==> config.mk <==
export PLATFORM = sky130hd
export DESIGN_NAME = nes_controller_mux
export DESIGN_NICKNAME = d
export VERILOG_FILES = /design/src/rtl/nes_controller_mux.sv
export SDC_FILE = /design/constraint.sdc
export NUM_CORES = 1
export LEC_CHECK = 0
export CAP_MARGIN = 20
export CORE_MARGIN = 2
export CORE_UTILIZATION = 45
export CTS_CLUSTER_DIAMETER = 120
export DETAILED_ROUTE_END_ITERATION = 16
export HOLD_SLACK_MARGIN = 0.08
export PLACE_DENSITY = 0.76
export SETUP_SLACK_MARGIN = 0.2
export SLEW_MARGIN = 20
export SYNTH_ARGS = -nofsm -noshare
export SYNTH_HDL_FRONTEND = slang
export SYNTH_SLANG_ARGS = --single-unit
==> constraint.sdc <==
create_clock -name clk_i -period 2.37 [get_ports clk_i]
set_input_delay 0.474 -clock clk_i [delete_from_list [all_inputs] [get_ports clk_i]]
set_output_delay 0.474 -clock clk_i [all_outputs]
set_load 0.03 [all_outputs]
==> src/rtl/nes_controller_mux.sv <==
// Multi-channel NES/SNES controller shift-register emulator.
// The host latch and per-port host clocks are asynchronous pins. They are
// synchronised, edge-detected and applied to per-channel shift registers on clk_i.
//
// Ports:
//   clk_i          system clock
//   rst_ni         asynchronous active-low reset
//   buttons_ni     active-low buttons; channel c at [c*WIDTH +: WIDTH], MSB shifted out first
//   latch_i        host latch (asynchronous), shared by all channels
//   pclk_i         host shift clocks (asynchronous), one per channel
//   serial_no      active-low serial data per channel, straight from the shift register MSB
//   done_o         high once WIDTH shifts have occurred since the last latch
//   latch_pulse_o  one-cycle pulse per synchronised rising edge of latch_i
module nes_controller_mux #(
    parameter int unsigned WIDTH       = 8,
    parameter int unsigned CHANNELS    = 2,
    parameter int unsigned SYNC_STAGES = 2,
    parameter logic        FILL_BIT    = 1'b0,
    parameter logic        CLK_IDLE    = 1'b1
) (
    input  logic                         clk_i,
    input  logic                         rst_ni,
    input  logic [CHANNELS*WIDTH-1:0]    buttons_ni,
    input  logic                         latch_i,
    input  logic [CHANNELS-1:0]          pclk_i,
    output logic [CHANNELS-1:0]          serial_no,
    output logic [CHANNELS-1:0]          done_o,
    output logic                         latch_pulse_o
);

    localparam int unsigned    CNT_W   = $clog2(WIDTH + 1);
    localparam logic [CNT_W-1:0] CNT_MAX = CNT_W'(WIDTH);

    logic [SYNC_STAGES-1:0] lat_sync_q;
    logic                   lat_d_q;
    logic                   lat_s;

    assign lat_s = lat_sync_q[SYNC_STAGES-1];

    // Latch synchroniser, edge-detect delay flop and registered latch pulse.
    always_ff @(posedge clk_i or negedge rst_ni) begin
        if (!rst_ni) begin
            lat_sync_q    <= '0;
            lat_d_q       <= 1'b0;
            latch_pulse_o <= 1'b0;
        end else begin
            lat_sync_q    <= {lat_sync_q[SYNC_STAGES-2:0], latch_i};
            lat_d_q       <= lat_s;
            latch_pulse_o <= lat_s & ~lat_d_q;
        end
    end

    for (genvar c = 0; c < int'(CHANNELS); c++) begin : g_ch
        logic [SYNC_STAGES-1:0] pclk_sync_q;
        logic                   pclk_d_q;
        logic [WIDTH-1:0]       sreg_q;
        logic [CNT_W-1:0]       cnt_q;
        logic                   done_q;
        logic                   shift_c;

        // Latch level has priority: a pclk edge coinciding with lat_s is dropped.
        assign shift_c = ~lat_s & pclk_sync_q[SYNC_STAGES-1] & ~pclk_d_q;

        // Per-channel pclk synchroniser, shift register and saturating bit counter.
        always_ff @(posedge clk_i or negedge rst_ni) begin
            if (!rst_ni) begin
                pclk_sync_q <= {SYNC_STAGES{CLK_IDLE}};
                pclk_d_q    <= CLK_IDLE;
                sreg_q      <= '1;
                cnt_q       <= '0;
                done_q      <= 1'b0;
            end else begin
                pclk_sync_q <= {pclk_sync_q[SYNC_STAGES-2:0], pclk_i[c]};
                pclk_d_q    <= pclk_sync_q[SYNC_STAGES-1];
                if (lat_s) begin
                    sreg_q <= buttons_ni[c*WIDTH +: WIDTH];
                    cnt_q  <= '0;
                    done_q <= 1'b0;
                end else if (shift_c) begin
                    sreg_q <= {sreg_q[WIDTH-2:0], FILL_BIT};
                    // done tracks the counter's next value so it reads cnt_q == WIDTH
                    if (cnt_q != CNT_MAX) begin
                        cnt_q  <= cnt_q + CNT_W'(1);
                        done_q <= (cnt_q == CNT_MAX - CNT_W'(1));
                    end
                end
            end
        end

        assign serial_no[c] = sreg_q[WIDTH-1];
        assign done_o[c]    = done_q;
    end

endmodule

After elaboration in Yosys (flattened, before gate mapping). Index checks and enable logic that the tools add are counted.

Word-level logic and storage cells: 50. Output and inout port bits: 5. Bits in registers: 36.

Muxes and demuxes: 16. Eq/ne operators: 4. Bitwise logic cells: 9. Add/sub/neg operators: 2. Reduce and logical (&&, ||, !) cells: 6.

Operator list (count): 8-bit 2-to-1 mux (4); 4-bit 2-to-1 mux (6); 4-bit by 1-bit adder with 4-bit output (second input constant) (2); 4-bit by 3-bit equality test with 1-bit output (second input constant) (2); 4-bit != test (second input constant) (2); 2-bit nonzero test (4); 1-bit 2-to-1 mux (6); 1-bit AND (5); 1-bit NOT (4); 2-bit AND reduction (2).

Depth between registers and ports, before layout.
Word-level depth: 5. Mapped depth: 5. Mapped depth without buffers: 5.

Least setup slack after synthesis. No wires, ideal clock.

Path kind: reg2reg. Start point: register g_ch[1].pclk_d_q. End point: register g_ch[1].cnt_q[0]. Arrival: 1277 ps. Required time: 2245 ps. Slack: 968 ps. Cell stages (with the launch flop): 5. Cells stage by stage: dfstp_2 and2b_1 buf_6 a21oi_4 mux2_4.

Cells in the longest elaborated chain, start to end: 4.

RTL lines: start, declared (RTL line 55) `logic pclk_d_q;`; start signal, assigned (RTL line 74) `pclk_d_q <= pclk_sync_q[SYNC_STAGES-1];`; 1-bit NOT (RTL line 62) `assign shift_c = ~lat_s & pclk_sync_q[SYNC_STAGES-1] & ~pclk_d_q;`; 1-bit AND (RTL line 62); 2-bit nonzero test (no source line); 2-bit AND reduction (no source line); end signal, assigned (RTL line 83) `cnt_q <= cnt_q + CNT_W'(1);`; end, declared (RTL line 57) `logic [CNT_W-1:0] cnt_q;`.

No other way between the ends. A chain may end at the register's enable or synchronous reset.

Worst setup path in the final report.
Start point: register g_ch[1].sreg_q[7]. End point: output port serial_no[1].

RTL lines: start, declared (RTL line 56) `logic [WIDTH-1:0] sreg_q;`; start signal, assigned (RTL line 76) `sreg_q <= buttons_ni[c*WIDTH +: WIDTH];`; start signal, assigned (RTL line 80) `sreg_q <= {sreg_q[WIDTH-2:0], FILL_BIT};`; end, declared (RTL line 26) `output logic [CHANNELS-1:0] serial_no,`.

No word-level cell between the ends.

==> load_flow_metrics.sql <==
INSERT INTO impl_metrics (metric_group, metric, value, unit) VALUES
('worst_setup_path', 'startpoint', 'g_ch[1].sreg_q[7]', ''),
('route', 'route.vias.total', '1069', ''),
('worst_setup_path', 'worst-r2r-setup-slack', '850', 'ps'),
('route', 'detail_route.wl_per_cell', '12.4', 'um'),
('finish', 'sequential_cell_area', '928', 'um2'),
('clock_network', 'cts_root_buf', 'sky130_fd_sc_hd__clkbuf_8', ''),
('sta', 'tightestPinTransition', '680', 'ps'),
('sta', 'fmax', '0.514', 'GHz'),
('route', 'drt_pass1_iterations', '4', ''),
('logic_synthesis', 'postSynthAreaPerCell', '11.7', 'um2'),
('sta', 'final_min_period_over_clock_period', '82.0', '%'),
('worst_setup_path', 'r2r-start', 'g_ch[1].pclk_sync_q[1]', ''),
('sta', 'final.min_clock_period', '1940', 'ps'),
('pwr', 'cellInternalPower', '1.03', 'mW'),
('place', 'total_placed_instance_area', '0.00192', 'mm2'),
('worst_setup_path', 'cp_max_fo', '2', ''),
('pwr', 'p_per_area', '677', 'mW/mm2'),
('finish', 'antenna_cells_inserted', '0', ''),
('pwr', 'power.share.sequential', '53.7', '%'),
('logic_synthesis', 'ys.warnings.count', '0', ''),
('sta', 'skew', '7.69', 'ps'),
('sta', 'setup_tns', '0', 'ps'),
('floorplan', 'vert_die_dim', '64.9', 'um'),
('finish', 'layout.nets', '191', ''),
('sta', 'max-slew-margin-rel', '54.7', '%'),
('floorplan', 'horizontal_die_dimension', '64.9', 'um'),
('pwr', 'p_sw', '335', 'uW'),
('floorplan', 'num_rows', '22', ''),
('clock_network', 'htreeDepth', '2', ''),
('worst_setup_path', 'reg2regPathDepth', '3', ''),
('sta', 'whs', '351', 'ps'),
('worst_setup_path', 'required', '1900', 'ps'),
('sta', 'timing.final.ws_setup', '426', 'ps'),
('floorplan', 'floorplan.core_area', '0.00361', 'mm2'),
('clock_network', 'tritoncts_num_sinks', '36', ''),
('place', 'gpl.final_weighted_congestion', '0.771', ''),
('place', 'pre_cts_setup_slack', '725', 'ps'),
('pwr', 'power_leakage', '0.853', 'nW'),
('route', 'wirelength', '2670', 'um'),
('worst_setup_path', 'worst_path_max_delay_cell', 'sky130_fd_sc_hd__clkdlybuf4s50_1', ''),
('finish', 'fillcell_total', '306', ''),
('min_path', 'hold_class', 'reg -> reg', ''),
('global_routing', 'grtUsageTotal', '14.6', '%'),
('global_routing', 'grt-ovfl-total', '0', ''),
('global_routing', 'grt_max_degree', '37', ''),
('pwr', 'design_power_total', '1.36', 'mW'),
('worst_setup_path', 'path_delay_family', 'buffers and inverters', ''),
('floorplan', 'floorplan.die_area', '0.00421', 'mm2'),
('worst_setup_path', 'worstPathBufferInverterCount', '1', ''),
('finish', 'final_design_area_no_fill', '0.00201', 'mm2'),
('worst_setup_path', 'crit_path_end', 'serial_no[1]', ''),
('sta', 'final-max-slew-violation-count', '0', ''),
('finish', 'flow.area_growth_from_synthesis', '20.6', '%'),
('outcome', 'outcome', 'finished, final reports clean', ''),
('floorplan', 'pin_count', '26', ''),
('route', 'post_detailed_route_drc_marker_count', '0', ''),
('logic_synthesis', 'synthesis.nets', '167', ''),
('worst_setup_path', 'r2r-end', 'g_ch[1].cnt_q[0]', ''),
('clock_network', 'numCtsBuffers', '5', ''),
('place', 'placed_cells_incl_taps', '207', ''),
('pwr', 'power.ir.vdd_worst', '404', 'uV'),
('worst_setup_path', 'cpPeakStageDelay', '660', 'ps'),
('finish', 'multi_input_area', '637', 'um2'),
('global_routing', 'grt_first_pass_wirelength', '4640', 'um'),
('sta', 'rsz_0062_raised_after_global_routing', 'false', ''),
('clock_network', 'post_cts_buffers', '0', ''),
('sta', 'finalSetupViolCount', '0', ''),
('finish', 'post-route-util', '55.8', '%'),
('floorplan', 'start_util', '46.3', '%'),
('clock_network', 'tritoncts_clock_tree', 'yes', ''),
('worst_setup_path', 'worst_ep_arrival_time', '1470', 'ps');
-- area by class of cell --
cell class	count	share of cell area (%)
flip-flops and latches	36	46.2
well taps	48	2.99
clock buffers	8	4.48
inverters	6	1.12
multi-input cells	89	31.7
repair buffers	28	13.6
-- cells by family after synthesis --
group / after synthesis / share of synthesized area [%]
simple gates: 38 / 12.7
flops: 36 / 55.7
compound gates: 27 / 9.75
mux: 20 / 12.8
buf+inv: 17 / 6.15
fa+ha+maj: 4 / 3.00
-- Yosys cell counts --
library cell	instances	area, um2
sky130_fd_sc_hd__nor2_1	2	7.51
sky130_fd_sc_hd__buf_4	8	60.1
sky130_fd_sc_hd__buf_2	1	5.00
sky130_fd_sc_hd__mux2_1	2	22.5
sky130_fd_sc_hd__or3_1	1	6.26
sky130_fd_sc_hd__ha_1	4	50.1
sky130_fd_sc_hd__buf_6	1	11.3
sky130_fd_sc_hd__nand2b_4	1	13.8
sky130_fd_sc_hd__nor2b_1	3	18.8
sky130_fd_sc_hd__mux2i_1	16	160
sky130_fd_sc_hd__nand3b_4	1	20.0
sky130_fd_sc_hd__clkbuf_1	1	3.75
sky130_fd_sc_hd__nor4b_1	2	17.5
sky130_fd_sc_hd__a21oi_1	5	25.0
sky130_fd_sc_hd__nand3b_1	1	7.51
sky130_fd_sc_hd__dfstp_2	22	578
sky130_fd_sc_hd__nor4_1	1	6.26
sky130_fd_sc_hd__nand2_1	18	67.6
sky130_fd_sc_hd__nand3_1	4	20.0
sky130_fd_sc_hd__mux2_4	2	30.0
sky130_fd_sc_hd__o21ai_0	14	70.1
sky130_fd_sc_hd__dfrtp_1	14	350
sky130_fd_sc_hd__o21ai_1	5	25.0
sky130_fd_sc_hd__and2b_1	1	7.51
sky130_fd_sc_hd__inv_1	6	22.5
sky130_fd_sc_hd__nand2b_1	3	18.8
sky130_fd_sc_hd__a21oi_4	2	32.5
sky130_fd_sc_hd__a221o_1	1	10.0
-- power groups by stage --
stage	sequential, mW	clock, mW	combinational, mW
2_1_floorplan	0.727	0	0.131
3_3_place_gp	0.737	0	0.184
3_5_place_dp	0.741	0	0.195
4_1_cts	0.731	0.451	0.195
5_1_grt	0.738	0.474	0.214
6_report	0.731	0.439	0.192
-- layout by cell type, fill, tap and decap left out --
cell	synthesis	layout
sky130_fd_sc_hd__and2b_1	1	1
sky130_fd_sc_hd__a21oi_1	5	5
sky130_fd_sc_hd__mux2_4	2	2
sky130_fd_sc_hd__nand3b_1	1	1
sky130_fd_sc_hd__nand2_1	18	18
sky130_fd_sc_hd__mux2i_1	16	16
sky130_fd_sc_hd__or3_1	1	1
sky130_fd_sc_hd__dfrtp_1	14	14
sky130_fd_sc_hd__a221o_1	1	1
sky130_fd_sc_hd__clkdlybuf4s50_1	0	25
sky130_fd_sc_hd__nor2b_1	3	3
sky130_fd_sc_hd__o21ai_0	14	14
sky130_fd_sc_hd__buf_4	8	3
sky130_fd_sc_hd__nor2_1	2	2
sky130_fd_sc_hd__nor4_1	1	1
sky130_fd_sc_hd__a21oi_4	2	2
sky130_fd_sc_hd__mux2_1	2	2
sky130_fd_sc_hd__clkbuf_8	0	6
sky130_fd_sc_hd__nand3b_4	1	1
sky130_fd_sc_hd__dfstp_2	22	22
sky130_fd_sc_hd__nand2b_4	1	1
sky130_fd_sc_hd__inv_1	6	6
sky130_fd_sc_hd__clkbuf_1	1	2
sky130_fd_sc_hd__o21ai_1	5	5
sky130_fd_sc_hd__nand3_1	4	4
sky130_fd_sc_hd__nor4b_1	2	2
sky130_fd_sc_hd__ha_1	4	4
sky130_fd_sc_hd__nand2b_1	3	3
-- flip-flops by register name (all words and copies together), names as in the netlist --
register / cells
g_ch.pclk_sync_q: 4
g_ch.pclk_d_q: 2
lat_sync_q: 2
lat_d_q: 1
g_ch.sreg_q: 16
g_ch.cnt_q: 8
latch_pulse_o: 1
g_ch.done_q: 2
-- worst min path at each step --
stage | startpoint | end | slack, ps | depth (start not counted)
2_1_floorplan | rst_ni | g_ch[0].cnt_q[0] | 180 | 0
3_3_place_gp | lat_sync_q[0] | lat_sync_q[1] | 340 | 0
3_5_place_dp | lat_sync_q[0] | lat_sync_q[1] | 340 | 0
4_1_cts | lat_sync_q[0] | lat_sync_q[1] | 350 | 0
5_1_grt | lat_sync_q[0] | lat_sync_q[1] | 360 | 0
6_report | lat_sync_q[0] | lat_sync_q[1] | 350 | 0
-- per-layer routing --
| metal | GRT usage (%) | part of all wire (%) |
|---|---|---|
| met1 | 16.6 | 44 |
| met2 | 24.5 | 49 |
| met3 | 4.34 | 5.0 |
| met4 | 8.24 | 2.2 |
| met5 | 0 | 0 |
Note: power is estimated with default switching activity, not from simulation.
==> edit (config.mk and constraints unchanged) <==
Set the parameter `WIDTH` to 4 (it was 8).
--- a/src/rtl/nes_controller_mux.sv
+++ b/src/rtl/nes_controller_mux.sv
@@ -13,5 +13,5 @@
 //   latch_pulse_o  one-cycle pulse per synchronised rising edge of latch_i
 module nes_controller_mux #(
-    parameter int unsigned WIDTH       = 8,
+    parameter int unsigned WIDTH       = 4,
     parameter int unsigned CHANNELS    = 2,
     parameter int unsigned SYNC_STAGES = 2,
Interface: changed (resized buttons_ni); port bits go from 26 to 18. The function was not compared with the original's and may differ.
==> edit against the original RTL <==
  * Fmax is 2.7% lower
  * Sequential power is 31% lower
  * Sequential share of layout area is 2.4 points higher
  * Core utilization is 0.75 points lower
  * Synthesized area is 28% lower
  * Total power is 42% lower
  * First-iteration DRC count is 97% lower
  * Hold slack better by 0.011 ns
  * Sequential cell count is 10 lower
  * Cell area is 32% lower
  * Routed wire length is 40% lower
  * Setup slack worse by 0.054 ns
==> edit: results <==
status:
  status: "finished, final reports clean"
clocking:
  path_clk_slew_ns: 0.13
  post_cts_buffers: 0
  cts-root-buf: "clkbuf_4"
  clock_latency_ns: 0.31
  numCtsBuffers: 3
  cts_htree_levels: 1
finish:
  drive_gt1_share_pct: 21.4
  diodes: 0
  fill_cells: 217
  reg_top3: "g_ch.sreg_q: 8 flops, g_ch.cnt_q: 6 flops, g_ch.pclk_sync_q: 4 flops"
  nNetsFinal: 133
synthesis:
  synth_nets: 119
  synth-async-reset-ratio_pct: 100
  synth-seq-area-share_pct: 55.5
  synthTopCellsByCount: "dfstp_2, dfrtp_1, mux2i_1, nand2_1, o21ai_0"
  synth_warnings: 0
  synth.area.top_cells: "dfstp_2, dfrtp_1, mux2i_1"
  synth.distinct_cells: 19
  ys.flop_type: "dfstp_2"
timing:
  slew_headroom_pct: 47.9
  clock_skew_ns: 0.00529
  holdWs_ns: 0.362
critical_path:
  reg2reg_depth: 2
  rr_endpoint: "g_ch[0].cnt_q[0]$_DFFE_PN0P_"
  critPathArrivalTime_ns: 1.52
  cp_max_fo: 2
  reg2reg_slack_ns: 1.00
  reg2reg_from: "lat_sync_q[1]$_DFF_PN0_"
grt:
  grt_max_degree: 33
  grt_pass1_wl_mm: 2.99
  grt.total_usage_pct: 12.0
  antenna_found_initial: 0
  grt_pass1_vias: 743
drt:
  drt_first_iter_violations: 1
  wl_per_cell_um: 11.4
  vias_per_cell: 4.69
  dr.pass1.iters: 3
place:
  gp_congestion: 0.679
  dp_hpwl_mm: 1.19
  place_worst_setup_slack_ns: 0.723
  io_buffers: 17
power_and_ir_drop:
  p_switching_mw: 0.187
  leakagePower_nw: 0.600
  vdd_drop_max_v: 0.000392
worst_hold_path:
  hold_path_class: "register to register"
  whs_path_depth: 0
floorplan:
  rows: 18
## edit: power by group through the flow
| stage | registers (mW) | logic, mW | clock network (mW) |
|---|---|---|---|
| final | 0.504 | 0.103 | 0.179 |
| after global routing | 0.509 | 0.115 | 0.209 |
| after CTS | 0.505 | 0.105 | 0.186 |
| after detailed placement | 0.512 | 0.105 | 0 |
| after global placement | 0.510 | 0.101 | 0 |
| after floorplan | 0.505 | 0.0718 | 0 |
## edit: worst max path at each step
| stage | endpoint | depth (start not counted) | start | slack [ns] |
|---|---|---|---|---|
| after floorplan | g_ch[1].cnt_q[0]$_DFFE_PN0P_ | 4 | g_ch[1].pclk_sync_q[1]$_DFF_PN1_ | 1.08 |
| after global placement | serial_no[1] | 1 | g_ch[1].sreg_q[3]$_DFFE_PN1P_ | 0.73 |
| after detailed placement | serial_no[0] | 1 | g_ch[0].sreg_q[3]$_DFFE_PN1P_ | 0.72 |
| after CTS | serial_no[0] | 1 | g_ch[0].sreg_q[3]$_DFFE_PN1P_ | 0.36 |
| after global routing | serial_no[0] | 1 | g_ch[0].sreg_q[3]$_DFFE_PN1P_ | 0.33 |
| final | serial_no[0] | 1 | g_ch[0].sreg_q[3]$_DFFE_PN1P_ | 0.37 |
## edit: metal layers
| layer | wire length [um] | global-route usage (%) | vias to the layer above |
|---|---|---|---|
| met5 | 0 | 0 | - |
| li1 | - | - | 343 |
| met3 | 68 | 2.09 | 0 |
| met4 | 0 | 4.18 | 0 |
| met1 | 742 | 14.0 | 308 |
| met2 | 803 | 21.9 | 15 |
## edit: area by class of cell
| class | count | area [sq um] | area share (%) |
|---|---|---|---|
| tap | 30 | 37.5 | 2.73 |
| multi-input combinational | 59 | 447 | 32.5 |
| sequential | 26 | 668 | 48.6 |
| timing repair buffer | 18 | 178 | 12.9 |
| clock buffer | 3 | 22.5 | 1.64 |
| inverter | 6 | 22.5 | 1.64 |
## edit: kinds of logic after synthesis
logic type	share of synthesized area, %
and+or+nand+nor	12.4
muxes	10.8
buffers and inverters	7.48
AOI/OAI and AO/OA	7.68
DFF	55.5
adders and majority gates	6.23
## edit: stage by stage
step | instances | cell area (sq um)
floorplan | 100 | 1200
global placement | 139 | 1350
detailed placement | 139 | 1350
CTS | 142 | 1380
global route | 142 | 1380
finish | 142 | 1380
